## src/rtl/opb_register_ppc2simulink.sv

```systemverilog
// rtl/opb_register_ppc2simulink.sv - OPB slave register written by the PPC, read by fabric logic
module opb_register_ppc2simulink #(
  parameter logic [31:0] C_BASEADDR   = 32'h01080200,
  parameter logic [31:0] C_HIGHADDR   = 32'h010802FF,
  parameter int          C_OPB_AWIDTH = 32,
  parameter int          C_OPB_DWIDTH = 32,
  parameter logic [31:0] C_INIT       = 32'h00000000,
  parameter              C_FAMILY     = "virtex5"
) (
  input  logic        OPB_Clk,
  input  logic        OPB_Rst,
  input  logic [0:31] OPB_ABus,
  input  logic [0:3]  OPB_BE,
  input  logic [0:31] OPB_DBus,
  input  logic        OPB_RNW,
  input  logic        OPB_select,
  input  logic        OPB_seqAddr,
  output logic [0:31] Sl_DBus,
  output logic        Sl_xferAck,
  output logic        Sl_errAck,
  output logic        Sl_retry,
  output logic        Sl_toutSup,
  output logic [31:0] user_data_out,
  output logic        user_data_valid
);

  typedef enum logic [1:0] {IDLE, ACK, GAP} state_t;

  state_t      state;
  state_t      state_next;
  logic        rnw_q;
  logic        reg_hit_q;
  logic [3:0]  be_q;       // be_q[3] is OPB_BE[0], the most significant lane
  logic [31:0] wdata_q;    // wdata_q[31] is OPB_DBus[0]
  logic [31:0] reg_q;
  logic [31:0] merged;
  logic        valid_q;
  logic        addr_hit;
  logic        reg_hit;
  logic        ack;
  logic        commit;
  logic        unused_inputs;

  // The burst hint and informational parameters have no effect on this slave.
  assign unused_inputs = ^{OPB_seqAddr, C_OPB_AWIDTH[0], C_OPB_DWIDTH[0], C_FAMILY[0]};

  assign addr_hit = OPB_select && (OPB_ABus >= C_BASEADDR) && (OPB_ABus <= C_HIGHADDR);
  assign reg_hit  = (OPB_ABus[0:29] == C_BASEADDR[31:2]);

  // State register.
  always_ff @(posedge OPB_Clk) begin
    if (OPB_Rst) begin
      state <= IDLE;
    end else begin
      state <= state_next;
    end
  end

  // Next state and ack; the GAP state keeps a long select from being acked twice in a row.
  always_comb begin
    state_next = state;
    ack        = 1'b0;
    case (state)
      IDLE: if (addr_hit) state_next = ACK;
      ACK: begin
        ack        = OPB_select;
        state_next = GAP;
      end
      GAP:     state_next = IDLE;
      default: state_next = IDLE;
    endcase
  end

  // Capture the request when it is accepted in IDLE.
  always_ff @(posedge OPB_Clk) begin
    if (OPB_Rst) begin
      rnw_q     <= 1'b0;
      reg_hit_q <= 1'b0;
      be_q      <= 4'h0;
      wdata_q   <= 32'h0;
    end else if ((state == IDLE) && addr_hit) begin
      rnw_q     <= OPB_RNW;
      reg_hit_q <= reg_hit;
      be_q      <= OPB_BE;
      wdata_q   <= OPB_DBus;
    end
  end

  assign commit = ack && !rnw_q && reg_hit_q;

  // Byte-lane merge: enabled lanes take write data, the rest keep the register value.
  always_comb begin
    merged = reg_q;
    for (int i = 0; i < 4; i++) begin
      if (be_q[i]) merged[8*i +: 8] = wdata_q[8*i +: 8];
    end
  end

  // Register update and valid strobe, both visible the cycle after the ack.
  always_ff @(posedge OPB_Clk) begin
    if (OPB_Rst) begin
      reg_q   <= C_INIT;
      valid_q <= 1'b0;
    end else begin
      valid_q <= commit;
      if (commit) reg_q <= merged;
    end
  end

  assign Sl_xferAck      = ack;
  assign Sl_DBus         = (ack && rnw_q && reg_hit_q) ? reg_q : 32'h0;
  assign Sl_errAck       = 1'b0;
  assign Sl_retry        = 1'b0;
  assign Sl_toutSup      = 1'b0;
  assign user_data_out   = reg_q;
  assign user_data_valid = valid_q;

endmodule

```

## config.mk

```make
export PLATFORM = sky130hd
export DESIGN_NAME = opb_register_ppc2simulink
export DESIGN_NICKNAME = d
export VERILOG_FILES = /design/src/rtl/opb_register_ppc2simulink.sv
export SDC_FILE = /design/constraint.sdc
export NUM_CORES = 1
export LEC_CHECK = 0
export BUFFER_PORTS_ARGS = -buffer_cell sky130_fd_sc_hd__buf_2
export CAP_MARGIN = 20
export CORE_ASPECT_RATIO = 0.9
export CORE_UTILIZATION = 43
export DETAILED_ROUTE_END_ITERATION = 10
export PLACE_DENSITY = 0.74
export SLEW_MARGIN = 20
export SYNTH_ARGS = -nofsm -noshare
export SYNTH_HDL_FRONTEND = slang
export SYNTH_SLANG_ARGS = --single-unit
```

## constraint.sdc

```tcl
create_clock -name OPB_Clk -period 1.49 [get_ports OPB_Clk]
set_clock_uncertainty 0.05 [all_clocks]
set_input_delay 0.298 -clock OPB_Clk [delete_from_list [all_inputs] [get_ports OPB_Clk]]
set_output_delay 0.298 -clock OPB_Clk [all_outputs]
set_load 0.02 [all_outputs]
```

### After elaboration in Yosys (flattened, before gate mapping)

Index checks and enable logic that the tools add are counted.

* flip-flop bits (word level): 73
* bits of input ports: 73
* output and inout port bits: 69
* logic and storage cells: 32

* magnitude comparators: 2
* eq/ne operators: 3
* multiplexer cells: 4
* reductions and logical operators: 13

Operator list (number)
* 32-bit by 25-bit >= comparator with 1-bit output, second input constant: 1
* 32-bit by 25-bit less-or-equal comparator with 1-bit output, second input constant: 1
* 32-bit 2-to-1 mux: 1
* 30-bit by 23-bit equality test with 1-bit output, second input constant: 1
* 2-bit AND reduction: 4
* 1-bit logical AND: 7
* 2-bit case mux with 2 select lines: 1
* 2-bit by 1-bit equality test with 1-bit output, second input constant: 1
* 2-bit zero test: 1
* 2-bit 2-to-1 mux: 1
* 2-bit inequality test, second input constant: 1
* 1-bit zero test: 1
* 1-bit 2-to-1 mux: 1

### Depth between registers and ports, before layout

Gate-level depths: netlist (run 1).

* depth after elaboration: 5
* mapped depth: 6
* gate-level depth less buffers: 4

### Worst setup path before layout (run 1)

No wires, ideal clock.

* kind: reg2out
* start: register state[1]
* end: output port Sl_DBus[10] (netlist bit)
* arrival: 1.329 ns
* required time: 1.142 ns
* slack: -0.187 ns
* cell stages (with the launch flop): 5
* buffers on the path: 1
* path through: dfxtp_1 and3b_1 and3_1 clkbuf_1 and2_1

* longest elaborated chain between the ends: 5

Ends and longest elaborated chain
* from (decl): line 29 `state_t state;`
* from (signal assigned): line 55 `state <= state_next;`
* 2-bit by 1-bit equality test with 1-bit output: line 63 `case (state)`
* 1-bit 2-to-1 mux: line 63
* via Sl_xferAck: line 19 `output logic Sl_xferAck,`
* 1-bit logical AND (2 in series): line 111 `assign Sl_DBus = (ack && rnw_q && reg_hit_q) ? reg_q : 32'h0;`
* 32-bit 2-to-1 mux: line 111
* to (decl): line 18 `output logic [0:31] Sl_DBus,`

The timed path passes the listed nets, and every way through them passes these cells.

### Worst setup path in the final report (run 1)

* start: register state[1]
* end: output port Sl_DBus[13] (netlist bit)

* longest elaborated chain between the ends: 5

Ends and longest elaborated chain (line)
* 2-bit by 1-bit equality test with 1-bit output: 63
* 1-bit 2-to-1 mux: 63
* 1-bit logical AND (2 in series): 111
* 32-bit 2-to-1 mux: 111

Every way passes these cells.

==> summary.txt, run 1 <==
Power
  – Pwr Total: roughly 3.5 mW
  – Seq pwr share: 0.555
  – Sw Share: 0.227
  – Int Pwr: 2.71 mW
  – Clock network power share: 0.382
  – Comb power frac: 0.063
  – Sw Pwr: 0.798 mW
  – Pleak: approximately 2.0 nW
  – Worst IR Drop VDD: 0.484 mV
  – Pwr/cell area: slightly above 700 nW/µm²

Yosys
  – Average instance area after synthesis: 9.86 µm²
  – Post-Synthesis Cells: 334
  – Distinct cell type count after synthesis: 26
  – Post-synth EDFFs: 0
  – Largest family of logic cells by synthesized area: simple AND/OR/NAND/NOR gates
  – Post-synthesis mux area share: 0.213
  – Adder-cell share of the synthesized area: 0
  – Ys async rst share: 0
  – Top FF cell, synth: dfxtp_1
  – Synth Area in XOR/XNOR: 0
  – Compound-Gate Fraction of Synth Area: 0.00494
  – Post-Syn Area: roughly 3300 µm²
  – Sequential share of the synthesized area: 0.444
  – Simple-gate share of the synthesized area: 0.290
  – Flops & latches, synth: 73
  – Yosys warnings: 0

Critical path
  – Crit path to: Sl_DBus[13]
  – Crit Path Class: register to primary output
  – CP required: 1.14 ns
  – Max incr delay on CP: 0.33 ns
  – CP max FO: 8
  – Arrival time at the worst endpoint: 1.59 ns
  – R2R Path Start: state[1]$_SDFFE_PP0P_
  – Beginning of the critical path: state[1]$_SDFFE_PP0P_
  – Worst reg2reg endpoint: wdata_q[8]$_SDFFE_PP0P_
  – R2R setup slack: -0.36 ns
  – Reg2Reg Depth: 9
  – CP Launch Type: register
  – CP max stage cell: dfxtp_2
  – Sequence of cells on the critical path: and3b_2, and3_4, and2_4, buf_6
  – Setup crit end kind: primary output

GRT
  – Number of global-route vias before repair: between 2000 and 3000
  – Largest net degree at the start of global routing: 49
  – GR Overflow Total: 0
  – First-pass GRT wire length: between 10000 and 15000 µm
  – Initial antenna violation count: 0
  – GRT Overall Usage: 0.213

Timing
  – Setup TNS: -35.27 ns
  – Min Tclk post-route: a little under 2 ns
  – Endpoints failing hold: 0
  – Slew Limit Fails: 0
  – RSZ-0062 raised after global routing: true
  – PnR worst setup slack: -0.451 ns
  – Worst hold slack: 0.153 ns
  – Fmax: 0.515 GHz
  – Fin crit share: 1.30
  – # setup viols final: 104

Finish
  – Number of diodes: 0
  – Most frequent cells in the layout: 102 x buf_2, 75 x nand2b_1, 70 x mux2i_1, 70 x dfxtp_1, 41 x buf_6
  – Fillcell total: 566
  – Area growth syn-to-layout: 47.2%
  – Fin nets: 562
  – Share of layout cells above drive strength 1: 0.458
  – Fin area: 4850 µm²
  – Commonest non-fill, non-tap cell in the layout: buf_2
  – Fin cells: 586

Placement
  – Port-buffer cells: 135
  – RD Place Congestion: 0.696
  – Dpl cells: 555
  – Detail Placement HPWL: 4990 µm
  – Placed Area: 4170 µm²

Routing
  – WL/cell: around 14 µm
  – Antenna viol nets, final: 0
  – Via-to-Cell Ratio: 4.81
  – Total number of vias: 2820
  – Final routed DRC violation total: 0
  – Initial DRT Pass Iterations: 4
  – WL final: roughly 8400 µm
  – DR iter-0 viols: 46

Clocking
  – Clock Tree Buf Depth: 2
  – Clock sinks: 73
  – CTS tree: yes
  – Inserted Clock Buffers: 9
  – Clk pin slew, worst setup/hold paths: 0.07 ns
  – CTS H-Tree Depth: 3
  – Worst-Skew Late Latency: between 0.3 and 0.4 ns
  – Hold_buf cts: 0
  – CTS Root Cell: clkbuf_8

Min path
  – Worst min path class: input pin to register
  – Hold_sp: OPB_DBus[27]

Floorplan
  – Initial Util: 0.456
  – Die H: 85.0 µm
  – CORE AREA: 7220 µm²
  – Die width: 94.2 µm
  – Num rows: 29
  – I/O pin count: 142
  – Die area: ~8000 µm²

Status
  – Failing checks: negative setup slack
  – Status: complete, but fails checks

Run
  – Max Cap Violations: 0
## critical path: cells and delay by family, from the launching register on
| family | cells | cell delay (ns) |
|---|---|---|
| buf+inv | 1 | 0.11 |
| flops | 1 | 0.33 |
| simple gates | 3 | 0.81 |
## Yosys cell counts (2+ instances only)
cell type,number,area share
buf_1,3,0.0034
buf_4,4,0.0091
nor2_1,33,0.038
buf_12,2,0.012
nor3_1,2,0.0030
nor3b_1,5,0.011
and2_1,32,0.061
dfxtp_1,73,0.44
nor4b_1,2,0.0053
nor4_1,5,0.0095
nand2b_1,75,0.14
clkbuf_1,12,0.014
buf_2,4,0.0061
mux2i_1,70,0.21
## power groups by stage
stage	Sequential, mW	Clock (mW)	Combinational, mW
detailed placement	1.99	0	0.220
floorplan	1.99	0	0.103
CTS	1.95	1.37	0.222
finish	1.95	1.34	0.221
global route	1.95	1.46	0.243
global placement	1.99	0	0.217
## state kept, by name (all words and copies together), names as in the netlist
signal	count
be_q	4
wdata_q	32
user_data_out	32
reg_hit_q	1
user_data_valid	1
rnw_q	1
state	2
## metal layers
| metal | GRT usage | part of all wire | up-vias |
|---|---|---|---|
| met3 | 0.0538 | 0.067 | 11 |
| met1 | 0.277 | 0.45 | 1308 |
| met5 | 0 | 0 | - |
| met2 | 0.340 | 0.47 | 96 |
| li1 | - | - | 1405 |
| met4 | 0.0811 | 0.015 | 0 |
## logic make-up (layout without fill, tap and decap cells)
group / Yosys count / count (layout)
compound gates: 2 / 2
buf+inv: 26 / 180
flops: 73 / 73
mux: 70 / 70
other cells: 1 / 3
simple gates: 162 / 165
## timing repair
item                                    CTS  global route
setup buffers                             9             5
gates resized for setup                 116            15
pin swaps                                26            19
endpoints found under the setup margin   98           103
hold endpoints to repair                  0             0
gates cloned                              7             0
## stage by stage
step	util	setup slack (ns)
2_1_floorplan	-	-0.0203
3_3_place_gp	0.578	-0.197
3_5_place_dp	0.578	-0.230
4_1_cts	0.672	-0.443
5_1_grt	0.671	-0.484
6_report	0.671	-0.451
## how the worst min path moves through the flow
stage,to,slack (ns),cells past startpoint
5_1_grt,wdata_q[10]$_SDFFE_PP0P_,0.14,3
3_5_place_dp,be_q[2]$_SDFFE_PP0P_,0.41,2
2_1_floorplan,state[1]$_SDFFE_PP0P_,0.38,1
3_3_place_gp,be_q[2]$_SDFFE_PP0P_,0.40,2
4_1_cts,wdata_q[4]$_SDFFE_PP0P_,0.14,3
6_report,wdata_q[4]$_SDFFE_PP0P_,0.15,3
## cell type report
class | instances | area (µm²) | area share
Multi-Input combinational cell | 240 | 1870 | 0.385
Sequential cell | 73 | 1470 | 0.302
Timing Repair Buffer | 165 | 1240 | 0.255
Clock buffer | 12 | 145 | 0.0299
Tap cell | 93 | 116 | 0.0240
Clock inverter | 3 | 17.5 | 0.00361
Power figures use the tool's default switching activity.
==> run 2: changes to the inputs <==
--- a/config.mk
+++ b/config.mk
@@ -10,7 +10,7 @@
 export CORE_ASPECT_RATIO = 0.9
 export CORE_UTILIZATION = 43
 export DETAILED_ROUTE_END_ITERATION = 10
-export PLACE_DENSITY = 0.74
+export PLACE_DENSITY = 0.73
 export SLEW_MARGIN = 20
 export SYNTH_ARGS = -nofsm -noshare
 export SYNTH_HDL_FRONTEND = slang
==> constraint.sdc (replaced) <==
create_clock -name OPB_Clk -period 1.65 [get_ports OPB_Clk]
set_clock_uncertainty 0.05 [all_clocks]
set_input_delay 0.33 -clock OPB_Clk [delete_from_list [all_inputs] [get_ports OPB_Clk]]
set_output_delay 0.33 -clock OPB_Clk [all_outputs]
set_load 0.02 [all_outputs]
==> summary.txt, run 2 (synthesis gave the netlist of run 1 again) <==
Timing
  – Setup TNS: -11.58 ns (was -35.27 ns)
  – # setup viols final: 97 (was 104)
  – Min Tclk post-route: 1.94 ns
  – RSZ-0062 raised after global routing: true (unchanged)
  – Slew Limit Fails: 0 (unchanged)
  – Slew margin rel.: 0.657
  – PnR worst setup slack: -0.286 ns (was -0.451 ns)
  – Worst Tran Pin Value: slightly above 0.5 ns
  – Endpoints failing hold: 0 (unchanged)
  – Fin crit share: 1.17
  – Fmax: 0.517 GHz

Clocking
  – Worst-Skew Late Latency: 0.34 ns (about the same)
  – Clock Tree Buf Depth: 2 (unchanged)
  – Clk pin slew, worst setup/hold paths: 0.08 ns (was 0.07 ns)
  – CTS tree: yes (unchanged)
  – Inserted Clock Buffers: 9 (unchanged)
  – Clock sinks: 73 (unchanged)
  – CTS Root Cell: clkbuf_8 (unchanged)
  – CTS H-Tree Depth: 3 (unchanged)

Finish
  – Fillcell total: 612 (was 566)
  – Share of layout cells above drive strength 1: 0.453 (was 0.458)
  – Number of diodes: 0 (unchanged)
  – Post-layout util: 0.662 (was 0.671)
  – Most frequent cells in the layout: 125 x buf_2, 75 x nand2b_1, 71 x dfxtp_1 (was 102 x buf_2, 75 x nand2b_1, 70 x mux2i_1, 70 x dfxtp_1, 41 x buf_6)
  – Fin nets: 560 (was 562)
  – Area growth syn-to-layout: 45.3% (was 47.2%)
  – Commonest non-fill, non-tap cell in the layout: buf_2 (unchanged)

Critical path
  – Setup crit end kind: primary output (unchanged)
  – Arrival time at the worst endpoint: 1.56 ns (was 1.59 ns)
  – CP max FO: 16 (was 8)
  – Crit Path Class: register to primary output (unchanged)
  – CP required: 1.27 ns (was 1.14 ns)
  – CP Launch Type: register (unchanged)

GRT
  – GR Overflow Total: 0 (unchanged)
  – Initial antenna violation count: 0 (unchanged)
  – First-pass GRT wire length: 11800 µm (was 12900 µm)
  – Largest net degree at the start of global routing: 33 (was 49)
  – GRT Overall Usage: 0.191 (was 0.213)
  – Number of global-route vias before repair: 2548 (was 2669)

Power
  – Pwr/cell area: 756 nW/µm² (was 724 nW/µm²)
  – Pleak: 2.04 nW (was 2.01 nW)
  – Worst IR Drop VDD: 0.568 mV (was 0.484 mV)

Routing
  – WL/cell: 13.4 µm (was 14.3 µm)
  – Final routed DRC violation total: 0 (unchanged)
  – Total number of vias: 2765 (was 2820)
  – Antenna viol nets, final: 0 (unchanged)
  – Via-to-Cell Ratio: 4.73 (was 4.81)
  – Initial DRT Pass Iterations: 4 (unchanged)
  – WL final: 7840 µm (was 8380 µm)
  – DR iter-0 viols: 47 (was 46)

Floorplan
  – Die area: 8010 µm² (unchanged)
  – Initial Util: 0.456 (unchanged)
  – Die H: 85.0 µm (unchanged)
  – Die width: 94.2 µm (unchanged)
  – CORE AREA: 7220 µm² (unchanged)
  – I/O pin count: 142 (unchanged)
  – Num rows: 29 (unchanged)

Min path
  – Worst min path class: input pin to register (unchanged)

Placement
  – Port-buffer cells: 135 (unchanged)
  – Detail Placement HPWL: 5150 µm (was 4990 µm)
  – RD Place Congestion: 0.680 (was 0.696)
  – DP Worst Slack: -0.220 ns (was -0.230 ns)

Status
  – Status: complete, but fails checks (unchanged)
  – Failing checks: negative setup slack (unchanged)

Run
  – Max Cap Violations: 0 (unchanged)
-- run 2: cell count changes in the layout (fill, tap and decap cells not counted), sizes merged --
cell,before,now
clkinvlp,1,0
clkbuf,12,14
and3,4,1
bufinv,0,3
buf,165,163
-- run 2: what timing repair did --
item	4_1_cts	5_1_grt
cloned	2	4
hold buffers	0	0
gates resized for setup	15	32
endpoints found under the setup margin	33	102
pin swaps	7	6
setup buffers	5	2
-- run 2: final cells by class --
type	instances	area (µm²)	area share
Multi-Input combinational cell	237	1790	0.374
Sequential cell	73	1460	0.306
Timing Repair Buffer	166	1180	0.246
Clock buffer	11	131	0.0275
Tap cell	93	116	0.0243
Clock inverter	5	104	0.0217
-- run 2: path summary, 6_finish.rpt --
check                              from                             end  slack, ns  cells past startpoint
setup / recovery  state[1]$_SDFFE_PP0P_                     Sl_DBus[31]      -0.29                      5
hold reg to reg    be_q[2]$_SDFFE_PP0P_            be_q[2]$_SDFFE_PP0P_       0.42                      2
setup reg to reg  state[1]$_SDFFE_PP0P_  user_data_out[27]$_SDFFE_PP0P_      -0.10                      8
hold / removal             OPB_DBus[22]         wdata_q[9]$_SDFFE_PP0P_       0.19                      3
-- run 2: power breakdown --
group | switching [mW] | internal (mW) | leakage (nW) | total (mW)
Clock | 0.643 | 1.01 | 0.118 | 1.65
Sequential | 0.0000000516 | 1.76 | 0.589 | 1.76
Combinational | 0.0860 | 0.121 | 1.33 | 0.207
-- run 2: per-layer routing --
metal | up-vias | track usage | share of wire
li1 | 1404 | - | -
met1 | 1263 | 0.234 | 0.45
met2 | 90 | 0.319 | 0.48
met3 | 8 | 0.0573 | 0.062
met4 | 0 | 0.0601 | 0.0089
met5 | - | 0 | 0
-- run 2: worst max-delay path: stages, from the launching register on --
cell	delay, ns
dfxtp_2	0.33
and3b_2	0.21
and3_4	0.20
buf_8	0.14
and2_2	0.19
buf_2	0.15
-- run 2: stage by stage --
stage / hold slack (ns) / total power, mW / cells / area, µm²
floorplan: 0.376 / 1.89 / 336 / 3340
global placement: 0.401 / 2.00 / 556 / 4190
detailed placement: 0.409 / 2.01 / 556 / 4190
CTS: 0.177 / 3.65 / 579 / 4570
global route: 0.178 / 3.75 / 585 / 4780
finish: 0.188 / 3.62 / 585 / 4780
